==> src/rtl/uart_pkg.sv <==
// Shared types and helpers for the parametrised UART transmitter.
package uart_pkg;

    typedef enum logic [2:0] {
        IDLE,
        START,
        DATA,
        PARITY,
        STOP
    } state_t;

    localparam int PAR_NONE = 0;
    localparam int PAR_ODD  = 1;
    localparam int PAR_EVEN = 2;

    function automatic int frame_bits(input int data_bits, input int parity_mode,
                                      input int stop_bits);
        return 1 + data_bits + ((parity_mode != PAR_NONE) ? 1 : 0) + stop_bits;
    endfunction

endpackage

==> src/rtl/uart_tx_fifo.sv <==
// Synchronous fall-through FIFO feeding the UART transmitter; DEPTH must be a power of two.
module uart_tx_fifo #(
    parameter int WIDTH = 8,
    parameter int DEPTH = 4
) (
    input  logic                       clock,
    input  logic                       reset,
    input  logic                       push,
    input  logic [WIDTH-1:0]           push_data,
    input  logic                       pop,
    output logic [WIDTH-1:0]           pop_data,
    output logic                       full,
    output logic                       empty,
    output logic [$clog2(DEPTH+1)-1:0] level
);

    localparam int AW = $clog2(DEPTH);
    localparam int LW = $clog2(DEPTH + 1);

    logic [WIDTH-1:0] mem [DEPTH];
    logic [AW-1:0]    wr_ptr;
    logic [AW-1:0]    rd_ptr;
    logic             push_ok;
    logic             pop_ok;

    assign full     = (level == LW'(DEPTH));
    assign empty    = (level == '0);
    assign push_ok  = push && !full;
    assign pop_ok   = pop && !empty;
    assign pop_data = mem[rd_ptr];

    // NOTE: sequential state uses non-blocking assignments so every flop samples pre-edge values.
    always_ff @(posedge clock or negedge reset) begin
        if (!reset) begin
            wr_ptr <= '0;
            rd_ptr <= '0;
            level  <= '0;
        end else begin
            if (push_ok) wr_ptr <= wr_ptr + AW'(1);
            if (pop_ok)  rd_ptr <= rd_ptr + AW'(1);
            if (push_ok && !pop_ok)      level <= level + LW'(1);
            else if (!push_ok && pop_ok) level <= level - LW'(1);
        end
    end

    // NOTE: storage is not reset; the pointers and level alone define which entries are valid.
    always_ff @(posedge clock) begin
        if (push_ok) mem[wr_ptr] <= push_data;
    end

endmodule

==> src/rtl/uart_tx_param.sv <==
// Parametrised UART transmitter (data width, parity, stop bits).
// Define UART_TX_FIFO_EN to insert an input FIFO for gap-free back-to-back frames.
module uart_tx_param
    import uart_pkg::*;
#(
    parameter int CLKS_PER_BIT = 868,
    parameter int DATA_BITS    = 8,
    parameter int PARITY_MODE  = 0,
    parameter int STOP_BITS    = 1,
    parameter int FIFO_DEPTH   = 4
) (
    input  logic                            clock,
    input  logic                            reset,
    input  logic                            in_valid,
    output logic                            in_ready,
    input  logic [DATA_BITS-1:0]            in_byte,
    output logic                            serial_out,
    output logic                            busy,
    output logic                            r_done,
    output logic [$clog2(FIFO_DEPTH+1)-1:0] fifo_level
);

    localparam int CW = $clog2(CLKS_PER_BIT);
    localparam int IW = $clog2(DATA_BITS);
    localparam logic [CW-1:0] CNT_RELOAD = CW'(CLKS_PER_BIT - 1);
    localparam logic [IW-1:0] LAST_IDX   = IW'(DATA_BITS - 1);
    localparam logic [0:0]    LAST_STOP  = 1'(STOP_BITS - 1);

    if (CLKS_PER_BIT < 2) begin : g_bad_cpb
        $error("uart_tx_param: CLKS_PER_BIT must be >= 2");
    end
    if (DATA_BITS < 5 || DATA_BITS > 9) begin : g_bad_data
        $error("uart_tx_param: DATA_BITS must be 5..9");
    end
    if (PARITY_MODE < PAR_NONE || PARITY_MODE > PAR_EVEN) begin : g_bad_parity
        $error("uart_tx_param: PARITY_MODE must be 0, 1 or 2");
    end
    if (STOP_BITS < 1 || STOP_BITS > 2) begin : g_bad_stop
        $error("uart_tx_param: STOP_BITS must be 1 or 2");
    end
    if (FIFO_DEPTH < 2 || (FIFO_DEPTH & (FIFO_DEPTH - 1)) != 0) begin : g_bad_depth
        $error("uart_tx_param: FIFO_DEPTH must be a power of two >= 2");
    end

    state_t               state, state_n;
    logic [CW-1:0]        cnt, cnt_n;
    logic [IW-1:0]        bit_idx, idx_n;
    logic [0:0]           stop_cnt, stop_n;
    logic [DATA_BITS-1:0] shift_reg, shift_n;
    logic                 par_bit, par_n;
    logic                 serial_n, busy_n, done_n;
    logic                 load;
    logic                 word_avail;
    logic [DATA_BITS-1:0] word;
    logic                 tc;

`ifdef UART_TX_FIFO_EN
    logic fifo_full;
    logic fifo_empty;

    uart_tx_fifo #(
        .WIDTH (DATA_BITS),
        .DEPTH (FIFO_DEPTH)
    ) u_fifo (
        .clock     (clock),
        .reset     (reset),
        .push      (in_valid && in_ready),
        .push_data (in_byte),
        .pop       (load),
        .pop_data  (word),
        .full      (fifo_full),
        .empty     (fifo_empty),
        .level     (fifo_level)
    );

    assign in_ready   = !fifo_full;
    assign word_avail = !fifo_empty;
`else
    // Without the FIFO the word is loaded straight from the input on the accept edge.
    assign in_ready   = (state == IDLE);
    assign word_avail = in_valid && in_ready;
    assign word       = in_byte;
    assign fifo_level = '0;
`endif

    assign tc = (cnt == '0);

    always_ff @(posedge clock or negedge reset) begin
        if (!reset) begin
            state      <= IDLE;
            cnt        <= '0;
            bit_idx    <= '0;
            stop_cnt   <= '0;
            shift_reg  <= '0;
            par_bit    <= 1'b0;
            serial_out <= 1'b1;
            busy       <= 1'b0;
            r_done     <= 1'b0;
        end else begin
            state      <= state_n;
            cnt        <= cnt_n;
            bit_idx    <= idx_n;
            stop_cnt   <= stop_n;
            shift_reg  <= shift_n;
            par_bit    <= par_n;
            serial_out <= serial_n;
            busy       <= busy_n;
            r_done     <= done_n;
        end
    end

    // NOTE: every output of this block gets a default first, so no path can infer a latch.
    always_comb begin
        state_n  = state;
        cnt_n    = cnt;
        idx_n    = bit_idx;
        stop_n   = stop_cnt;
        shift_n  = shift_reg;
        par_n    = par_bit;
        serial_n = serial_out;
        busy_n   = busy;
        done_n   = 1'b0;
        load     = 1'b0;

        case (state)
            IDLE: load = word_avail;
            START: begin
                if (tc) begin
                    state_n  = DATA;
                    cnt_n    = CNT_RELOAD;
                    idx_n    = '0;
                    serial_n = shift_reg[0];
                end else begin
                    cnt_n = cnt - CW'(1);
                end
            end
            DATA: begin
                if (tc) begin
                    cnt_n = CNT_RELOAD;
                    if (bit_idx == LAST_IDX) begin
                        if (PARITY_MODE != PAR_NONE) begin
                            state_n  = PARITY;
                            serial_n = par_bit;
                        end else begin
                            state_n  = STOP;
                            stop_n   = '0;
                            serial_n = 1'b1;
                        end
                    end else begin
                        idx_n    = bit_idx + IW'(1);
                        shift_n  = shift_reg >> 1;
                        serial_n = shift_reg[1];
                    end
                end else begin
                    cnt_n = cnt - CW'(1);
                end
            end
            PARITY: begin
                if (tc) begin
                    state_n  = STOP;
                    cnt_n    = CNT_RELOAD;
                    stop_n   = '0;
                    serial_n = 1'b1;
                end else begin
                    cnt_n = cnt - CW'(1);
                end
            end
            STOP: begin
                if (tc) begin
                    if (stop_cnt == LAST_STOP) begin
                        done_n = 1'b1;
                        if (word_avail) begin
                            load = 1'b1;
                        end else begin
                            state_n = IDLE;
                            busy_n  = 1'b0;
                        end
                    end else begin
                        stop_n = stop_cnt + 1'b1;
                        cnt_n  = CNT_RELOAD;
                    end
                end else begin
                    cnt_n = cnt - CW'(1);
                end
            end
            default: state_n = IDLE;
        endcase

        // A load starts the start bit on this edge; parity is fixed here from the loaded word.
        if (load) begin
            state_n  = START;
            cnt_n    = CNT_RELOAD;
            idx_n    = '0;
            stop_n   = '0;
            shift_n  = word;
            par_n    = (^word) ^ (PARITY_MODE == PAR_ODD);
            serial_n = 1'b0;
            busy_n   = 1'b1;
        end
    end

endmodule

==> config.mk <==
export PLATFORM = sky130hd
export DESIGN_NAME = uart_tx_param
export DESIGN_NICKNAME = d
export VERILOG_FILES = /design/src/rtl/uart_pkg.sv /design/src/rtl/uart_tx_fifo.sv /design/src/rtl/uart_tx_param.sv
export SDC_FILE = /design/constraint.sdc
export NUM_CORES = 1
export LEC_CHECK = 0
export ABC_AREA = 1
export BUFFER_PORTS_ARGS = -buffer_cell sky130_fd_sc_hd__buf_2
export CAP_MARGIN = 20
export CORE_MARGIN = 8
export CORE_UTILIZATION = 60
export CTS_CLUSTER_DIAMETER = 120
export DETAILED_ROUTE_END_ITERATION = 10
export PLACE_DENSITY_LB_ADDON = 0.3
export SETUP_SLACK_MARGIN = 0.2
export SLEW_MARGIN = 30
export SYNTH_ARGS = -nofsm -noshare
export SYNTH_HDL_FRONTEND = slang
export SYNTH_SLANG_ARGS = --single-unit
==> constraint.sdc <==
create_clock -name clock -period 3.2 [get_ports clock]
set_input_delay 0.64 -clock clock [delete_from_list [all_inputs] [get_ports clock]]
set_output_delay 0.64 -clock clock [all_outputs]
set_load 0.005 [all_outputs]
==> metrics.md <==
| Metric | Value |
|---|---|
| Status | finished clean |
| Die span in y | 68.0 um |
| Slowest library cell on the worst path | dfrtp_1 |
| Tmin final | roughly 1.9 ns |
| Critical path launch point type | flop |
| Worst Clk Skew | approximately 0.007 ns |
| Largest net degree at the start of global routing | 28 |
| Post-synth EDFFs | 0 |
| Mapped Cells | slightly above 200 |
| Post-synth top area cell | dfrtp_1 |
| Worst flop-to-flop path startpoint | state[0] |
| Post-synthesis simple-gate area fraction | 0.359 |
| Reg2Reg Capture Point | shift_reg[4] |
| Number of flip-flops under the largest register name | 10 |
| Largest family of logic cells by synthesized area | simple AND/OR/NAND/NOR gates |
| Fin. max-slew vios | 0 |
| GP Congestion | ~0.8 |
| R2R setup slack | approximately 1.5 ns |
| Compound-gate portion of the synthesized area | 0.0894 |
| #FFs+latches synth | 27 |
| Worst-path clk slew | ~0.15 ns |
| Reg2Reg Depth | 9 |
| Critical-path maximum fanout | 3 |
| Post-synthesis sequential area ratio | 0.417 |
| Initial antenna violation count | 0 |
| Buf/Inv on CP | 2 |
| Family with the most delay on the worst path | flip-flops |
| Total power | 0.00157 W |
| DR WL/cell | approximately 12 um |
| Top post-synthesis cells by area | dfrtp_1 (40%), nand2_1 (17%), inv_1 (3.7%), nand2_4 (3.5%), nor2_1 (3.5%) |
| Slew HR | 0.602 |
| CP Class | reg -> out |
| Layout area overhead | 6.86% |
| Port buffer count | 14 |
| Adder-cell share of the synthesized area | 0.0231 |
| Post-synth top area share | 0.401 |
| Leak Pwr | between 0.9 and 1 nW |
| CP Depth | 4 |
| Netlist cell types | 29 |
| Core ar. | 2660 sq um |
| GRT Overall Usage | 0.151 |
| Post-CTS resize count | 0 |
| Finished Layout Cells | 251 |
| FMAX | approximately 520 MHz |
| Chip Width | approximately 68 um |
| Num rows | 19 |
| Clock tree sinks | 27 |
| Synth Area per Inst | about 8 sq um |
| Final period util | 0.600 |
| Post-placement cell count | ~250 |
| Vias | 1,274 |
| Ys async rst share | 1.00 |
| Root Driver | clkbuf_4 |
| Iter 0 DRT Violations | between 80 and 90 |
| First-pass GRT wire length | about 5.4 mm |
| XOR/XNOR share of the synthesized area | 0.0216 |
| Critical path origin | state[0] |
| Antenna cells | 0 |
| Slowest stage delay, CP | 0.43 ns |
| Post-CTS Setup Bufs | 0 |
| I/O pin count | 18 |
| Num CTS Buffers | 3 |
| Required @ worst endpoint | about 2.6 ns |
| Power Density | 907 nW/um^2 |
| Synth Flop Type | dfrtp_1 |
| RSZ-0062 raised after global routing | no |
| CP endpoint kind | primary output |
| Crit path DAT | 1.28 ns |
| CTS Buffer Depth | 2 |
| Multiplexer area fraction after synthesis | 0 |
| Post-cts hold buffer count | 0 |
| Routed WL | between 3 and 4 mm |
| Synth Warn # | 0 |
| Layout fillers | around 260 |
| Initial Util | 0.609 |
| Final hold violations | 0 |
| Residual DRC count | 0 |
| Mapped cell area | ~1600 sq um |
| Path category of the worst min-delay check | in -> async |
| Initial DRT Pass Iterations | 4 |
| Final Net Count | about 240 |
| Setup Viol. Count Final | 0 |
| TritonCTS clock tree | built |
| Fraction of layout cells with a size suffix above 1 | 0.236 |
| DRT antenna net count | 0 |
| Worst vdd ir | between 0.0005 and 0.0006 V |
| Top cells by count, synth | nand2_1 (73), dfrtp_1 (26), inv_1 (16) |
| Final HPWL DP | 2.35 mm |
| Critical-path cell list | inv_1 -> nand2_1 -> nor2_1 -> buf_2 |
| Die area | between 4000 and 5000 sq um |
| Fin Setup TNS | 0 ns |
| Most frequent cell after synthesis | nand2_1 |
| Vias in the first global route | around 1,300 |
| Clk_lat worst skew | ~0.33 ns |
| Via density per instance | 5.08 |
| Crit path to | in_ready |
| CTS H-tree lvls | 1 |
| Grt ovf | 0 |
| Slew @ Worst Pin | just under 0.6 ns |
| Maximum Capacitance Violations | 0 |
cells by family after synthesis:
family                     count (synthesis)
adders and majority gates                  3
AOI/OAI and AO/OA                         23
buffers and inverters                     27
DFF                                       27
xor gates and xnor gates                   4
other                                      1
and+or+nand+nor                          120
cell usage in the layout (no fill, tap or decap):
cell,instances
clkbuf_4,3
nand3_2,1
o21bai_1,1
nor2_1,15
inv_2,4
nand4_1,2
nand2_2,6
xnor2_1,1
nand3_1,9
nor2_4,4
a21oi_1,1
nand2_8,1
inv_1,16
dfstp_2,1
buf_2,14
xor2_1,3
dfrtp_1,26
clkinv_8,2
nand2_4,5
o211ai_1,1
clkinvlp_4,1
o21ai_2,6
or2_2,1
conb_1,3
nor2_2,3
ha_1,3
o21ai_0,6
o31ai_1,1
nand2_1,73
o21ai_1,7
worst min-delay path by stage:
| stage | to | cells past startpoint |
|---|---|---|
| floorplan | bit_idx[0] | 0 |
| detailed placement | shift_reg[7] | 2 |
| global placement | shift_reg[4] | 2 |
| global route | r_done | 1 |
| CTS | cnt[1] | 1 |
| finish | cnt[1] | 1 |
per-stage QoR:
stage                     utilization  setup WS, ns  cell area [sq um]  hold WS (ns)
after floorplan                     -          1.74               1630         0.344
after global placement          0.640          1.38               1700         0.466
after detailed placement        0.640          1.35               1700         0.469
after CTS                       0.651          1.26               1730         0.304
after global routing            0.651          1.15               1730         0.329
final                           0.651          1.28               1730         0.291
report_power, final:
group / total, W / switching [W] / internal [W]
Clock: 0.000153 / 0.000105 / 0.0000478
Combinational: 0.000842 / 0.000545 / 0.000297
Sequential: 0.000577 / 0.000103 / 0.000474
metal layers:
metal,global-route usage,part of all wire
met5,0,0
met4,0.0614,0.011
met3,0.0213,0.021
met2,0.260,0.52
met1,0.185,0.45
final cells by class:
| type | instances | area (sq um) | area share |
|---|---|---|---|
| clock buffers | 3 | 22.5 | 0.0130 |
| clock inverters | 1 | 7.51 | 0.00433 |
| repair buffers | 14 | 70.1 | 0.0404 |
| multi-input cells | 153 | 811 | 0.468 |
| inverters | 22 | 108 | 0.0620 |
| flip-flops and latches | 27 | 677 | 0.390 |
| well taps | 31 | 38.8 | 0.0224 |
(Power assumes the default switching activity.)
